===== src/rtl/vs_codec_responder.sv =====
// rtl/vs_codec_responder.sv - SCI/SDI responder model of a VS10xx-style audio decoder
//
// Purpose: decodes SCI command frames (XCS) and SDI stream bytes (XDCS) from
// the MP3 driver. Holds the 16 SCI registers and buffers stream bytes in a FIFO
// that drains at a fixed rate. Generates DREQ flow control from the FIFO free
// space and the boot, soft-reset and SCI-busy counters.
//
// Optional feature macro: VSR_SCI_READ_EN
//   defined   : opcode 0x03 (SCI read) shifts the addressed register out on o_SO
//   undefined : o_SO tied low, opcode 0x03 rejected like any unknown opcode
//
// Ports:
//   clk, rst_n            system clock, asynchronous active-low reset
//   i_XRST                chip hardware reset from driver, active low
//   i_XCS / i_XDCS        SCI / SDI chip selects, active low (XCS wins)
//   i_SCK, i_SI           serial clock (async to clk) and data, MSB first
//   o_SO                  serial data out for SCI reads
//   o_DREQ                ready for more SDI data
//   o_mode, o_vol         SCI registers 0x0 and 0xB
//   o_byte, o_byte_valid  drained FIFO byte and its one-clk strobe
//   o_level               FIFO occupancy
//   o_cmd_err             one-clk pulse on bad opcode or address
//   o_overflow            sticky flag: SDI byte dropped on full FIFO
module vs_codec_responder #(
  parameter int FIFO_DEPTH      = 64,
  parameter int DREQ_THRESH     = 32,
  parameter int DRAIN_DIV       = 16,
  parameter int BOOT_CYCLES     = 1000,
  parameter int SOFTRST_CYCLES  = 200,
  parameter int SCI_BUSY_CYCLES = 8
) (
  input  logic                        clk,
  input  logic                        rst_n,
  input  logic                        i_XRST,
  input  logic                        i_XCS,
  input  logic                        i_XDCS,
  input  logic                        i_SCK,
  input  logic                        i_SI,
  output logic                        o_SO,
  output logic                        o_DREQ,
  output logic [15:0]                 o_mode,
  output logic [15:0]                 o_vol,
  output logic [7:0]                  o_byte,
  output logic                        o_byte_valid,
  output logic [$clog2(FIFO_DEPTH):0] o_level,
  output logic                        o_cmd_err,
  output logic                        o_overflow
);

  localparam int AW = $clog2(FIFO_DEPTH);
  localparam int LW = AW + 1;
  localparam int DW = (DRAIN_DIV > 1) ? $clog2(DRAIN_DIV) : 1;
  localparam int BW = (BOOT_CYCLES > 0) ? $clog2(BOOT_CYCLES + 1) : 1;
  localparam int SW = (SOFTRST_CYCLES > 0) ? $clog2(SOFTRST_CYCLES + 1) : 1;
  localparam int CW = (SCI_BUSY_CYCLES > 0) ? $clog2(SCI_BUSY_CYCLES + 1) : 1;

  typedef enum logic [2:0] {
    IDLE,
    SCI_OP,
    SCI_ADDR,
    SCI_DATA,
    SDI_BYTE
  } link_state_t;

  // ---------------------------------------------------------------------------
  // Input synchronizers and SCK edge detection
  // ---------------------------------------------------------------------------
  logic [1:0] xcs_ff, xdcs_ff, sck_ff, si_ff, xrst_ff;
  logic       sck_d;
  logic       xcs_s, xdcs_s, si_s, xrst_s, sck_rise;

  always_ff @(posedge clk or negedge rst_n) begin
    if (!rst_n) begin
      xcs_ff  <= 2'b11;
      xdcs_ff <= 2'b11;
      sck_ff  <= 2'b00;
      si_ff   <= 2'b00;
      xrst_ff <= 2'b00;
      sck_d   <= 1'b0;
    end else begin
      xcs_ff  <= {xcs_ff[0], i_XCS};
      xdcs_ff <= {xdcs_ff[0], i_XDCS};
      sck_ff  <= {sck_ff[0], i_SCK};
      si_ff   <= {si_ff[0], i_SI};
      xrst_ff <= {xrst_ff[0], i_XRST};
      sck_d   <= sck_ff[1];
    end
  end

  assign xcs_s    = xcs_ff[1];
  assign xdcs_s   = xdcs_ff[1];
  assign si_s     = si_ff[1];
  assign xrst_s   = xrst_ff[1];
  assign sck_rise = sck_ff[1] & ~sck_d;

  // ---------------------------------------------------------------------------
  // Link FSM
  // ---------------------------------------------------------------------------
  link_state_t state, state_next;
  logic [4:0]  bit_cnt;
  logic [14:0] sr;
  logic [7:0]  shift_in;
  logic [15:0] data16;
  logic        sci_drop, op_write, addr_bad_q, op_valid;
  logic [3:0]  addr_q;
  logic        push_req, commit, op_done, addr_done, bad_op, bad_addr;

  // The bit being sampled this cycle completes the byte / word in flight.
  assign shift_in = {sr[6:0], si_s};
  assign data16   = {sr, si_s};

`ifdef VSR_SCI_READ_EN
  assign op_valid = (shift_in == 8'h02) || (shift_in == 8'h03);
`else
  assign op_valid = (shift_in == 8'h02);
`endif

  always_comb begin
    state_next = state;
    push_req   = 1'b0;
    commit     = 1'b0;
    op_done    = 1'b0;
    addr_done  = 1'b0;
    bad_op     = 1'b0;
    bad_addr   = 1'b0;
    case (state)
      IDLE: begin
        if (!xcs_s)       state_next = SCI_OP;
        else if (!xdcs_s) state_next = SDI_BYTE;
      end
      SCI_OP: begin
        if (xcs_s) begin
          state_next = IDLE;
        end else if (sck_rise && !sci_drop && bit_cnt == 5'd7) begin
          op_done = 1'b1;
          if (op_valid) state_next = SCI_ADDR;
          else          bad_op     = 1'b1;
        end
      end
      SCI_ADDR: begin
        if (xcs_s) begin
          state_next = IDLE;
        end else if (sck_rise && bit_cnt == 5'd15) begin
          addr_done  = 1'b1;
          bad_addr   = |shift_in[7:4];
          state_next = SCI_DATA;
        end
      end
      SCI_DATA: begin
        if (xcs_s) begin
          state_next = IDLE;
        end else if (sck_rise && bit_cnt == 5'd31) begin
          commit     = op_write && !addr_bad_q;
          state_next = IDLE;
        end
      end
      SDI_BYTE: begin
        // XCS takes over mid-byte; the partial SDI byte is simply dropped.
        if (!xcs_s)      state_next = SCI_OP;
        else if (xdcs_s) state_next = IDLE;
        else if (sck_rise && bit_cnt[2:0] == 3'd7) push_req = 1'b1;
      end
      default: state_next = IDLE;
    endcase
  end

  always_ff @(posedge clk or negedge rst_n) begin
    if (!rst_n) begin
      state      <= IDLE;
      bit_cnt    <= 5'd0;
      sr         <= 15'd0;
      sci_drop   <= 1'b0;
      op_write   <= 1'b0;
      addr_q     <= 4'd0;
      addr_bad_q <= 1'b0;
      o_cmd_err  <= 1'b0;
    end else if (!xrst_s) begin
      state      <= IDLE;
      bit_cnt    <= 5'd0;
      sr         <= 15'd0;
      sci_drop   <= 1'b0;
      op_write   <= 1'b0;
      addr_q     <= 4'd0;
      addr_bad_q <= 1'b0;
      o_cmd_err  <= 1'b0;
    end else begin
      state     <= state_next;
      o_cmd_err <= bad_op | bad_addr;
      if (state_next == IDLE || state == IDLE ||
          (state == SDI_BYTE && state_next == SCI_OP))
        bit_cnt <= 5'd0;
      else if (sck_rise)
        bit_cnt <= bit_cnt + 5'd1;
      if (sck_rise) sr <= {sr[13:0], si_s};
      if (state_next == IDLE) sci_drop <= 1'b0;
      else if (bad_op)        sci_drop <= 1'b1;
      if (op_done) op_write <= (shift_in == 8'h02);
      if (addr_done) begin
        addr_q     <= shift_in[3:0];
        addr_bad_q <= bad_addr;
      end
    end
  end

  // ---------------------------------------------------------------------------
  // SCI register file
  // ---------------------------------------------------------------------------
  logic [15:0] regs [16];
  logic        soft_rst;

  assign soft_rst = commit && (addr_q == 4'd0) && data16[2];

  always_ff @(posedge clk or negedge rst_n) begin
    if (!rst_n) begin
      for (int i = 0; i < 16; i++) regs[i] <= (i == 0) ? 16'h0800 : 16'h0000;
    end else if (!xrst_s) begin
      for (int i = 0; i < 16; i++) regs[i] <= (i == 0) ? 16'h0800 : 16'h0000;
    end else if (commit) begin
      // MODE bit 2 is a self-clearing soft-reset request.
      if (addr_q == 4'd0) regs[0]      <= data16 & ~16'h0004;
      else                regs[addr_q] <= data16;
    end
  end

  assign o_mode = regs[0];
  assign o_vol  = regs[4'hB];

`ifdef VSR_SCI_READ_EN
  logic [15:0] rd_sr;
  logic        so_q;
  logic        sck_fall;

  assign sck_fall = ~sck_ff[1] & sck_d;

  always_ff @(posedge clk or negedge rst_n) begin
    if (!rst_n) begin
      rd_sr <= 16'd0;
      so_q  <= 1'b0;
    end else if (!xrst_s || state == IDLE) begin
      rd_sr <= 16'd0;
      so_q  <= 1'b0;
    end else if (addr_done && shift_in != 8'h00 && !op_write) begin
      rd_sr <= bad_addr ? 16'd0 : regs[shift_in[3:0]];
    end else if (addr_done && !op_write) begin
      rd_sr <= regs[0];
    end else if (state == SCI_DATA && !op_write && sck_fall) begin
      so_q  <= rd_sr[15];
      rd_sr <= {rd_sr[14:0], 1'b0};
    end
  end

  assign o_SO = so_q;
`else
  assign o_SO = 1'b0;
`endif

  // ---------------------------------------------------------------------------
  // Busy counters (saturate at zero)
  // ---------------------------------------------------------------------------
  logic [BW-1:0] boot_cnt;
  logic [SW-1:0] soft_cnt;
  logic [CW-1:0] sci_cnt;

  always_ff @(posedge clk or negedge rst_n) begin
    if (!rst_n) begin
      boot_cnt <= BW'(BOOT_CYCLES);
      soft_cnt <= '0;
      sci_cnt  <= '0;
    end else if (!xrst_s) begin
      boot_cnt <= BW'(BOOT_CYCLES);
      soft_cnt <= '0;
      sci_cnt  <= '0;
    end else begin
      if (boot_cnt != '0) boot_cnt <= boot_cnt - BW'(1);
      if (soft_rst)           soft_cnt <= SW'(SOFTRST_CYCLES);
      else if (soft_cnt != '0) soft_cnt <= soft_cnt - SW'(1);
      if (commit)             sci_cnt <= CW'(SCI_BUSY_CYCLES);
      else if (sci_cnt != '0) sci_cnt <= sci_cnt - CW'(1);
    end
  end

  // ---------------------------------------------------------------------------
  // SDI FIFO and fixed-rate drain
  // ---------------------------------------------------------------------------
  logic [7:0]    mem [FIFO_DEPTH];
  logic [AW-1:0] wr_ptr, rd_ptr;
  logic [LW-1:0] level;
  logic [DW-1:0] div_cnt;
  logic          full, flush, push_ok, pop;

  assign full    = (level == LW'(FIFO_DEPTH));
  assign flush   = soft_rst;
  assign push_ok = push_req && !full && !flush;
  // Drain divider only runs while data is queued, so the first byte leaves
  // a full DRAIN_DIV period after it arrived.
  assign pop     = (level != '0) && (div_cnt == DW'(DRAIN_DIV - 1)) && !flush;

  always_ff @(posedge clk) begin
    if (push_ok) mem[wr_ptr] <= shift_in;
  end

  always_ff @(posedge clk or negedge rst_n) begin
    if (!rst_n) begin
      wr_ptr       <= '0;
      rd_ptr       <= '0;
      level        <= '0;
      div_cnt      <= '0;
      o_byte       <= 8'd0;
      o_byte_valid <= 1'b0;
      o_overflow   <= 1'b0;
    end else if (!xrst_s) begin
      wr_ptr       <= '0;
      rd_ptr       <= '0;
      level        <= '0;
      div_cnt      <= '0;
      o_byte       <= 8'd0;
      o_byte_valid <= 1'b0;
      o_overflow   <= 1'b0;
    end else begin
      o_byte_valid <= pop;
      if (push_req && full) o_overflow <= 1'b1;
      if (flush) begin
        wr_ptr  <= '0;
        rd_ptr  <= '0;
        level   <= '0;
        div_cnt <= '0;
      end else begin
        if (push_ok) wr_ptr <= wr_ptr + AW'(1);
        if (pop) begin
          rd_ptr <= rd_ptr + AW'(1);
          o_byte <= mem[rd_ptr];
        end
        case ({push_ok, pop})
          2'b10:   level <= level + LW'(1);
          2'b01:   level <= level - LW'(1);
          default: level <= level;
        endcase
        if (level == '0 || pop) div_cnt <= '0;
        else                    div_cnt <= div_cnt + DW'(1);
      end
    end
  end

  assign o_level = level;
  assign o_DREQ  = xrst_s && (boot_cnt == '0) && (soft_cnt == '0) && (sci_cnt == '0) &&
                   ((LW'(FIFO_DEPTH) - level) >= LW'(DREQ_THRESH));

endmodule


===== config.mk =====
export PLATFORM = sky130hd
export DESIGN_NAME = vs_codec_responder
export DESIGN_NICKNAME = d
export VERILOG_FILES = /design/src/rtl/vs_codec_responder.sv
export SDC_FILE = /design/constraint.sdc
export NUM_CORES = 1
export LEC_CHECK = 0
export ABC_CLOCK_PERIOD_IN_PS = 3500
export CAP_MARGIN = 25
export CORE_UTILIZATION = 30
export DETAILED_ROUTE_END_ITERATION = 16
export DONT_BUFFER_PORTS = 1
export HOLD_SLACK_MARGIN = 0.06
export PLACE_DENSITY = 0.42
export SLEW_MARGIN = 15
export SYNTH_ARGS = -nofsm -noshare
export SYNTH_HDL_FRONTEND = slang
export SYNTH_SLANG_ARGS = --single-unit

===== constraint.sdc =====
create_clock -name clk -period 3.5 [get_ports clk]
set_input_delay 0.7 -clock clk [delete_from_list [all_inputs] [get_ports clk]]
set_output_delay 0.7 -clock clk [all_outputs]
set_load 0.05 [all_outputs]

==> results of run 1 <==
-- Yosys cell counts, types with 3 or more instances --
| cell type | number |
|---|---|
| nand3_1 | 41 |
| nand2b_1 | 19 |
| o211ai_1 | 3 |
| a22oi_1 | 30 |
| mux2i_1 | 37 |
| or3_1 | 8 |
| a32oi_1 | 14 |
| o21a_1 | 4 |
| and2_1 | 4 |
| nand3b_1 | 4 |
| xor2_1 | 12 |
| and3_1 | 5 |
| nand2_1 | 130 |
| buf_1 | 10 |
| a21oi_1 | 54 |
| a31oi_1 | 8 |
| nor3_1 | 12 |
| edfxtp_1 | 512 |
| o21ai_0 | 11 |
| inv_1 | 17 |
| ha_1 | 15 |
| nand4_1 | 8 |
| buf_4 | 4 |
| nor2_1 | 136 |
| dfrtp_1 | 118 |
| nor2b_1 | 12 |
| clkbuf_1 | 38 |
| xnor2_1 | 13 |
| a21boi_0 | 19 |
| buf_2 | 22 |
| o31ai_1 | 3 |
| dfstp_2 | 11 |
| nor3b_1 | 6 |
| nor4_1 | 4 |
| mux4_2 | 128 |
-- registers in the layout, indices dropped and copies added, names as in the netlist, 3 cells and up --
name / cells
mem: 512
soft_cnt: 8
o_vol: 16
state: 3
o_byte: 8
wr_ptr: 6
o_level: 7
o_mode: 16
addr_q: 4
rd_ptr: 6
sci_cnt: 4
bit_cnt: 5
sr: 15
boot_cnt: 10
div_cnt: 4
-- worst max path at each step --
stage          cells after the start  slack (ns)                    start                endpoint
6_report                           5        0.16  boot_cnt[2]$_DFFE_PN0P_                  o_DREQ
5_1_grt                            8       0.002  soft_cnt[0]$_DFFE_PN0P_                  o_DREQ
4_1_cts                           14        0.03   bit_cnt[0]$_DFFE_PN0P_  o_level[4]$_DFFE_PN0P_
3_5_place_dp                      14        0.08   bit_cnt[0]$_DFFE_PN0P_  o_level[4]$_DFFE_PN0P_
3_3_place_gp                      14         0.1   bit_cnt[0]$_DFFE_PN0P_  o_level[4]$_DFFE_PN0P_
2_1_floorplan                     14      0.0006   o_level[1]$_DFFE_PN0P_  o_level[4]$_DFFE_PN0P_
-- critical path: stages (launching register included) --
cell       delay, ns
dfrtp_1         0.44
nor4_4          0.33
nand3b_1        0.16
or4_4           0.52
a2111oi_2       0.31
buf_4           0.26
-- cell usage in the layout (no fill, tap or decap), drive strengths merged, types with 13 or more instances in the layout --
master  Yosys  routed
inv        18      22
clkinv      1      26
a21boi     20      20
edfxtp    512     512
a22oi      31      31
nand3      42      42
ha         15      15
a21oi      54      54
xnor2      13      13
nand2     130     130
dfrtp     118     118
nor2      138     138
a32oi      14      14
clkbuf     38      91
mux2i      37      37
buf        38     131
nand2b     19      19
mux4      128     128
-- where the power goes --
group / switching [mW] / leakage [nW] / total (mW) / internal (mW)
combinational: 0.116 / 2.49 / 0.149 / 0.0336
clock: 3.11 / 1.16 / 7.64 / 4.53
sequential: 0.0179 / 6.80 / 8.20 / 8.18
-- layer usage --
layer / routed length (µm) / GRT usage (%) / share of wire (%)
met1: 28900 / 20.3 / 45
met2: 30400 / 24.0 / 48
met3: 2960 / 3.28 / 4.7
met4: 1350 / 3.90 / 2.1
met5: 0 / 0 / 0
-- cells by family after synthesis --
| kind of cell | count (synthesis) | share of synthesized area [%] |
|---|---|---|
| AND/OR/NAND/NOR | 412 | 7.50 |
| multiplexers | 166 | 12.7 |
| adder cells (fa/ha/maj) | 15 | 0.729 |
| XOR/XNOR | 25 | 0.851 |
| other | 1 | 0.0146 |
| buffers and inverters | 95 | 1.61 |
| flip-flops | 641 | 72.4 |
| AO/OA/AOI/OAI | 163 | 4.26 |
-- metrics by stage --
step | hold slack (ns) | utilization, % | instances | power, mW
2_1_floorplan | 0.331 | - | 1518 | 8.42
3_3_place_gp | 0.346 | 32.8 | 2716 | 8.47
6_report | 0.0361 | 35.7 | 2851 | 16.0
3_5_place_dp | 0.335 | 32.8 | 2716 | 8.47
4_1_cts | 0.0647 | 35.7 | 2851 | 16.2
5_1_grt | 0.0742 | 35.7 | 2851 | 16.5
-- layout make-up --
| class | instances | area (µm²) | area share [%] |
|---|---|---|---|
| clock inverter | 40 | 444 | 1.46 |
| tap | 1144 | 1430 | 4.71 |
| sequential | 641 | 18600 | 61.3 |
| clock buffer | 91 | 1930 | 6.36 |
| multi-input combinational | 782 | 6760 | 22.3 |
| timing repair buffer | 134 | 1110 | 3.65 |
| inverter | 19 | 71.3 | 0.235 |
-- repair_timing --
action	CTS	global route
setup buffers	0	0
hold endpoints to repair	132	0
setup endpoints to repair	1	11
pin swaps	0	1
gates resized for setup	2	10
hold buffers	4	0
==> qor.txt, run 1 <==
status: complete, no violations
count of cell types in the netlist: 69
share of layout cells above drive strength 1: 24.7%
initial DRC count: 892
Static Leakage: 10.5 nW
post-DP HPWL: 39,300 µm
die area: 86,900 µm²
Final setup violation count: 0
capture point of the worst reg-to-reg path: o_level[5]$_DFFE_PN0P_
Reg2Reg Setup Slack: 0.24 ns
number of vias per cell: 4.75
Initial Utilization: 30.3%
gr usage total: 14.9%
WL final: 63,700 µm
largest cells by area after synthesis: edfxtp_1 60%, dfrtp_1 11%, mux4_2 11%, nor2_1 2.0%, nand2_1 1.9%
CTS buffer count: 72
Post-synth EDFFs: 512
Syn Nets: 1,540
Crit Path Max Fanout: 9
nets: 1,672
Worst-Margin Slew: 0.883 ns
CTS tree: built
Worst EP required: 2.80 ns
per-cell routed wire length: 22.3 µm
clock sink count: 641
buffers added on ports: 0
Vert. Die Dim: 295 µm
boundary pin count: 59
Yosys reg bits: 641
Core Area: 85,000 µm²
DP Worst Slack: 0.0821 ns
Synth area leader: edfxtp_1
critical path endpoint category: output pin
Area Growth Syn to Fin: 18.1%
crit share post-route: 95.5%
Filler cells: 8,009
Slew Limit Fails: 0
Worst Skew: 0.0286 ns
final non-filler cell area: 30,400 µm²
first-pass GRT wire length: 95,300 µm
Die Width: 295 µm
number of global-route vias before repair: 14.2k
Top FF cell, synth: edfxtp_1
TritonRoute pass-1 iters: 5
Clock Path Buffers: 3
max_slew headroom: 41.1%
syn avg cell area: 16.9 µm²
GP Congestion: 0.749
vias after detailed routing: 13.6k
Ys Warns: 0
Worst-Skew Late Latency: 0.62 ns
ANT cells: 0
synthesized cell area: 25,700 µm²
PwrDens: 526 nW/µm²
crit path launch type: flip-flop
Final WS setup: 0.156 ns
final setup TNS: 0 ns
Clock Pin Slew Worst Setup and Hold Paths: 0.06 ns
number of max-cap violations: 0
critical register-to-register path startpoint: bit_cnt[0]$_DFFE_PN0P_
Worst Reg-to-Reg Cells: 14
Hold Violations, Final: 0
synthesized instance count: 1,518
CP arrival: 2.64 ns
antenna-violating nets left: 0
Rows: 107
Worst Hold Class: in2async
CTS H-Tree Depth: 3
Placed Area: 27,900 µm²
share of the synthesized area in the top cell type: 59.8%
Max Clock Freq: 299 MHz
peak supply drop: 0.316 mV
minimum clock period: 3.34 ns
asr flop ratio synth: 20.1%
GR Overflow Total: 0
RSZ-0062 raised after global routing: no
type of the worst setup path: reg2out
sequential area share after synthesis: 72.4%
DRC Markers: 0
largest net degree at the start of global routing: 130
Root Driver: clkbuf_16
initial antenna violation count: 0
Note: power is estimated with default switching activity, not from simulation.
==> run 2, diff against run 1 <==
--- a/config.mk
+++ b/config.mk
@@ -7,6 +7,7 @@
 export LEC_CHECK = 0
 export ABC_CLOCK_PERIOD_IN_PS = 3500
 export CAP_MARGIN = 25
+export CORE_MARGIN = 2
 export CORE_UTILIZATION = 30
 export DETAILED_ROUTE_END_ITERATION = 16
 export DONT_BUFFER_PORTS = 1
==> run 2 against run 1 <==
- first-iteration DRC count fell by 4.4%
- hold slack worse by 0.021 ns
- clock power fell by 7.1%
- sequential power hardly changed
- clock-buffer cell count rose by 11
- critical endpoint is now o_level[4]$_DFFE_PN0P_
- global-route usage fell by 0.24 points
- routed wire length increased by 1.5%
==> qor.txt, run 2 (synthesized netlist as in run 1, its figures left out) <==
Hold Violations, Final: 0
max_slew headroom: 39.0%
die area: 88,100 µm²
peak per-stage delay on the critical path: 0.40 ns
Top reg by flops: mem
boundary pin count: 59
DP Worst Slack: 0.170 ns
Static Leakage: 10.3 nW
max reg flops: 512
vias after detailed routing: 13.7k
crit share post-route: 93.7%
initial DRC count: 853
GR Overflow Total: 0
clock sink count: 641
worst path cell trace: ha_1, and3_1, ha_1, and4b_1, and4_1, a21oi_2, ha_2, xor2_1, ha_1, a31oi_1, o22ai_1, xnor2_1, or3_1, a21oi_1
first-pass GRT wire length: 96,600 µm
Initial Utilization: 30.3%
Crit Path Max Fanout: 4
total power: 15.5 mW
share of layout cells above drive strength 1: 23.1%
per-cell routed wire length: 22.8 µm
Final setup violation count: 0
fin cells: 2,836
CTS tree: built
CTS buffer count: 73
CP arrival: 3.80 ns
Post-Place Cells: 2,699
most frequent cells in the layout: 512 x edfxtp_1, 135 x nor2_1, 130 x nand2_1
ANT cells: 0
setup bufs post-CTS: 0
PwrDens: 515 nW/µm²
Core Area: 85,000 µm²
Area Growth Syn to Fin: 16.7%
largest net degree at the start of global routing: 130
WL final: 64,600 µm
CP Buf/Inv Count: 0
status: complete, no violations
critical path endpoint category: flip-flop
TritonRoute pass-1 iters: 5
antenna-violating nets left: 0
GP Congestion: 0.766
Slew Limit Fails: 0
CP max stage cell: dfrtp_1
gr usage total: 14.7%
crit path launch type: flip-flop
Worst-Margin Slew: 0.911 ns
most common cell after layout, fill and taps aside: edfxtp_1
Clock Pin Slew Worst Setup and Hold Paths: 0.06 ns
Filler cells: 8,055
Final WS setup: 0.221 ns
post-DP HPWL: 39,800 µm
peak supply drop: 0.290 mV
Max Clock Freq: 305 MHz
number of max-cap violations: 0
Clock Path Buffers: 3
type of the worst setup path: reg2reg
Worst-Skew Late Latency: 0.61 ns
Root Driver: clkbuf_16
Rows: 107
DRC Markers: 0
Crit path max-delay family: simple AND/OR/NAND/NOR gates
CTS H-Tree Depth: 3
nets: 1,655
minimum clock period: 3.28 ns
initial antenna violation count: 0
number of vias per cell: 4.82
Worst path most repeated cell: ha_1
RSZ-0062 raised after global routing: no
Worst Skew: 0.0194 ns
buffers added on ports: 0
Worst EP required: 4.02 ns
Vert. Die Dim: 297 µm
final setup TNS: 0 ns
Die Width: 297 µm
Worst Hold Class: in2async
number of global-route vias before repair: 14.2k
## run 2: changes by cell type in the layout (fill, tap and decap cells not counted), moves of 2 or more
cell | before | now
clkbuf_8 | 4 | 1
clkbuf_16 | 73 | 75
bufinv_16 | 8 | 1
buf_4 | 124 | 110
buf_12 | 6 | 3
clkbuf_1 | 14 | 26
clkinv_1 | 11 | 13
clkinvlp_4 | 3 | 1
## run 2: what timing repair did
item                                    in CTS  in global routing
gates resized for setup                      1                  8
gates cloned                                 0                  0
endpoints found under the setup margin       1                  3
hold endpoints to repair                   131                  0
hold buffers                                 3                  0
## run 2: path summary, 6_finish.rpt
| kind | startpoint | end | slack [ns] | depth (start not counted) |
|---|---|---|---|---|
| min | rst_n | o_vol[13]$_DFFE_PN0P_ | 0.02 | 1 |
| max reg2reg | bit_cnt[0]$_DFFE_PN0P_ | o_level[4]$_DFFE_PN0P_ | 0.22 | 14 |
| min reg2reg | sck_ff[0]$_DFF_PN0_ | sck_ff[1]$_DFF_PN0_ | 0.35 | 0 |
| min in group clk | i_SCK | sck_ff[0]$_DFF_PN0_ | 0.12 | 0 |
| max | bit_cnt[0]$_DFFE_PN0P_ | o_level[4]$_DFFE_PN0P_ | 0.22 | 14 |
| max in group asynchronous | rst_n | rd_ptr[0]$_DFFE_PN0P_ | 2.79 | 1 |
## run 2: power by group
part | total [mW] | switching [mW] | internal (mW)
combinational | 0.150 | 0.118 | 0.0322
clock | 7.10 | 3.04 | 4.06
sequential | 8.20 | 0.0180 | 8.19
total | 15.5 | 3.18 | 12.3
## run 2: metal layers
layer  part of all wire [%]  GRT usage, %  vias up  wire length (µm)
li1                       -             -     6157                 -
met1                     47          21.0     7133             30200
met2                     47          23.1      283             30300
met3                    4.2          2.59       90              2700
met4                    2.2          3.84        0              1440
met5                      0             0        -                 0
## run 2: final cells by class
type	count	area, µm²	share of cell area [%]
sequential	641	18600	62.1
clock inverter	32	214	0.712
multi-input combinational	782	6760	22.5
clock buffer	102	1990	6.62
tap	1144	1430	4.77
inverter	19	71.3	0.237
timing repair buffer	116	933	3.11
## run 2: worst reg2reg max path: cells and delay by family, from the launching register on
family | cells | cell delay [ns]
AND/OR/NAND/NOR | 4 | 0.92
adder cells (fa/ha/maj) | 4 | 0.90
flip-flops | 1 | 0.40
AO/OA/AOI/OAI | 4 | 0.68
XOR/XNOR | 2 | 0.27
## run 2: stage by stage
step / area [µm²] / hold slack [ns] / utilization, %
after floorplan: 25700 / 0.331 / -
after global placement: 27700 / 0.343 / 32.6
after detailed placement: 27700 / 0.336 / 32.6
after CTS: 30000 / 0.0766 / 35.3
after global routing: 30000 / 0.0750 / 35.3
final: 30000 / 0.0154 / 35.3
==> run 3, diff against run 2 <==
--- a/config.mk
+++ b/config.mk
@@ -5,13 +5,13 @@
 export SDC_FILE = /design/constraint.sdc
 export NUM_CORES = 1
 export LEC_CHECK = 0
-export ABC_CLOCK_PERIOD_IN_PS = 3500
 export CAP_MARGIN = 25
 export CORE_MARGIN = 2
 export CORE_UTILIZATION = 30
 export DETAILED_ROUTE_END_ITERATION = 16
 export DONT_BUFFER_PORTS = 1
 export HOLD_SLACK_MARGIN = 0.06
+export MAX_ROUTING_LAYER = met4
 export PLACE_DENSITY = 0.42
 export SLEW_MARGIN = 15
 export SYNTH_ARGS = -nofsm -noshare
==> run 3 against run 2 <==
- utilization barely moved
- hold slack worse by 0.0062 ns
- setup slack got worse by 0.052 ns
- non-clock buffer count did not move
- clock power is essentially flat
- die area stayed put
- power about the same
- design area about the same
- sequential share of layout area hardly changed
- critical path depth decreased by 9
- sequential power is essentially flat
- critical endpoint is now o_DREQ
==> qor.txt, run 3 (synthesized netlist as in run 1, its figures left out) <==
status: complete, no violations
minimum clock period: 3.33 ns
vias after detailed routing: 13.7k
worst path cell trace: nor4_4, nand3b_1, or4_1, a2111oi_4, buf_4
WL final: 64,500 µm
final setup TNS: 0 ns
Rows: 107
largest net degree at the start of global routing: 130
Initial Utilization: 30.3%
CTS buffer count: 73
Vert. Die Dim: 297 µm
share of layout cells above drive strength 1: 23.0%
CTS H-Tree Depth: 3
crit share post-route: 95.2%
initial antenna violation count: 0
TritonRoute pass-1 iters: 5
GR Overflow Total: 0
post-DP HPWL: 39,800 µm
RSZ-0062 raised after global routing: no
fin util: 35.3%
number of vias per cell: 4.82
Worst-Margin Slew: 0.973 ns
peak supply drop: 0.292 mV
Hold Violations, Final: 0
clock sink count: 641
Crit Path Max Fanout: 5
Static Leakage: 10.3 nW
Placed Area: 27,700 µm²
Clock Path Buffers: 3
PwrDens: 515 nW/µm²
DRC Markers: 0
setup bufs post-CTS: 0
Worst EP required: 2.80 ns
max_slew headroom: 34.9%
Worst Hold Class: in2async
crit path launch type: flip-flop
Core Area: 85,000 µm²
most frequent cells in the layout: 512 x edfxtp_1, 135 x nor2_1, 130 x nand2_1
Worst-Skew Late Latency: 0.61 ns
first-pass GRT wire length: 96,700 µm
type of the worst setup path: reg2out
number of max-cap violations: 0
capture point of the worst reg-to-reg path: o_level[4]$_DFFE_PN0P_
Reg2Reg Setup Slack: 0.23 ns
Max Clock Freq: 300 MHz
Slew Limit Fails: 0
initial DRC count: 904
gr usage total: 15.1%
CP arrival: 2.63 ns
Final setup violation count: 0
Area Growth Syn to Fin: 16.7%
Top reg by flops: mem
antenna-violating nets left: 0
nets: 1,655
final non-filler cell area: 30,000 µm²
GP Congestion: 0.777
most common cell after layout, fill and taps aside: edfxtp_1
die area: 88,100 µm²
boundary pin count: 59
CP max stage cell: or4_1
max reg flops: 512
Worst Skew: 0.0168 ns
critical register-to-register path startpoint: bit_cnt[0]$_DFFE_PN0P_
Worst Reg-to-Reg Cells: 14
buffers added on ports: 0
total power: 15.5 mW
CTS tree: built
Worst Setup SP: boot_cnt[2]$_DFFE_PN0P_
peak per-stage delay on the critical path: 0.53 ns
critical path endpoint category: output pin
per-cell routed wire length: 22.7 µm
Clock Pin Slew Worst Setup and Hold Paths: 0.06 ns
Die Width: 297 µm
number of global-route vias before repair: 14.2k
Root Driver: clkbuf_16
## run 3: changes by cell type in the layout (fill, tap and decap cells not counted)
cell	change
diode_2	+1
or4_1	+1
or4_4	-1
## run 3: worst max path at each step
stage	slack [ns]	end
floorplan	0.0006	o_level[4]$_DFFE_PN0P_
finish	0.17	o_DREQ
detailed placement	0.17	o_level[4]$_DFFE_PN0P_
global placement	0.21	o_level[4]$_DFFE_PN0P_
CTS	0.01	o_DREQ
global route	0.0008	o_DREQ
## run 3: power breakdown
group	internal [mW]	leakage (nW)	switching, mW	total, mW
logic	0.0322	2.38	0.117	0.149
clock network	4.06	1.08	3.04	7.10
registers	8.19	6.80	0.0180	8.20
## run 3: layer usage
layer  part of all wire (%)  track usage [%]
met5                      0                -
met4                    2.2             3.84
met3                    4.3             2.60
met2                     47             23.2
met1                     46             21.0
## run 3: repair_timing
item                                    in CTS  in global routing
hold buffers                                 3                  0
pin swaps                                    0                  0
cloned                                       0                  0
endpoints found under the setup margin       1                  3
gates resized for setup                      1                  7
hold endpoints to repair                   131                  0
## run 3: cell type report
cell class                      count  area (µm²)
Tap cell                         1144        1430
Sequential cell                   641       18600
Timing Repair Buffer              116         933
Fill cell                        8055       55000
Clock inverter                     32         214
Clock buffer                      102        1990
Inverter                           19        71.3
Multi-Input combinational cell    782        6760
Antenna cell                        1        2.50
## run 3: critical path, delay by kind of cell, from the launching register on
family          cells  cell delay (ns)
compound gates      1             0.32
buf+inv             1             0.25
flops               1             0.44
simple gates        3             1.01
## run 3: through the flow
stage | setup slack (ns) | hold slack, ns | cells
after global routing | 0.000792 | 0.0751 | 2836
after floorplan | 0.000628 | 0.331 | 1518
after detailed placement | 0.170 | 0.336 | 2699
after CTS | 0.0135 | 0.0766 | 2836
final | 0.169 | 0.00920 | 2837
after global placement | 0.210 | 0.343 | 2699
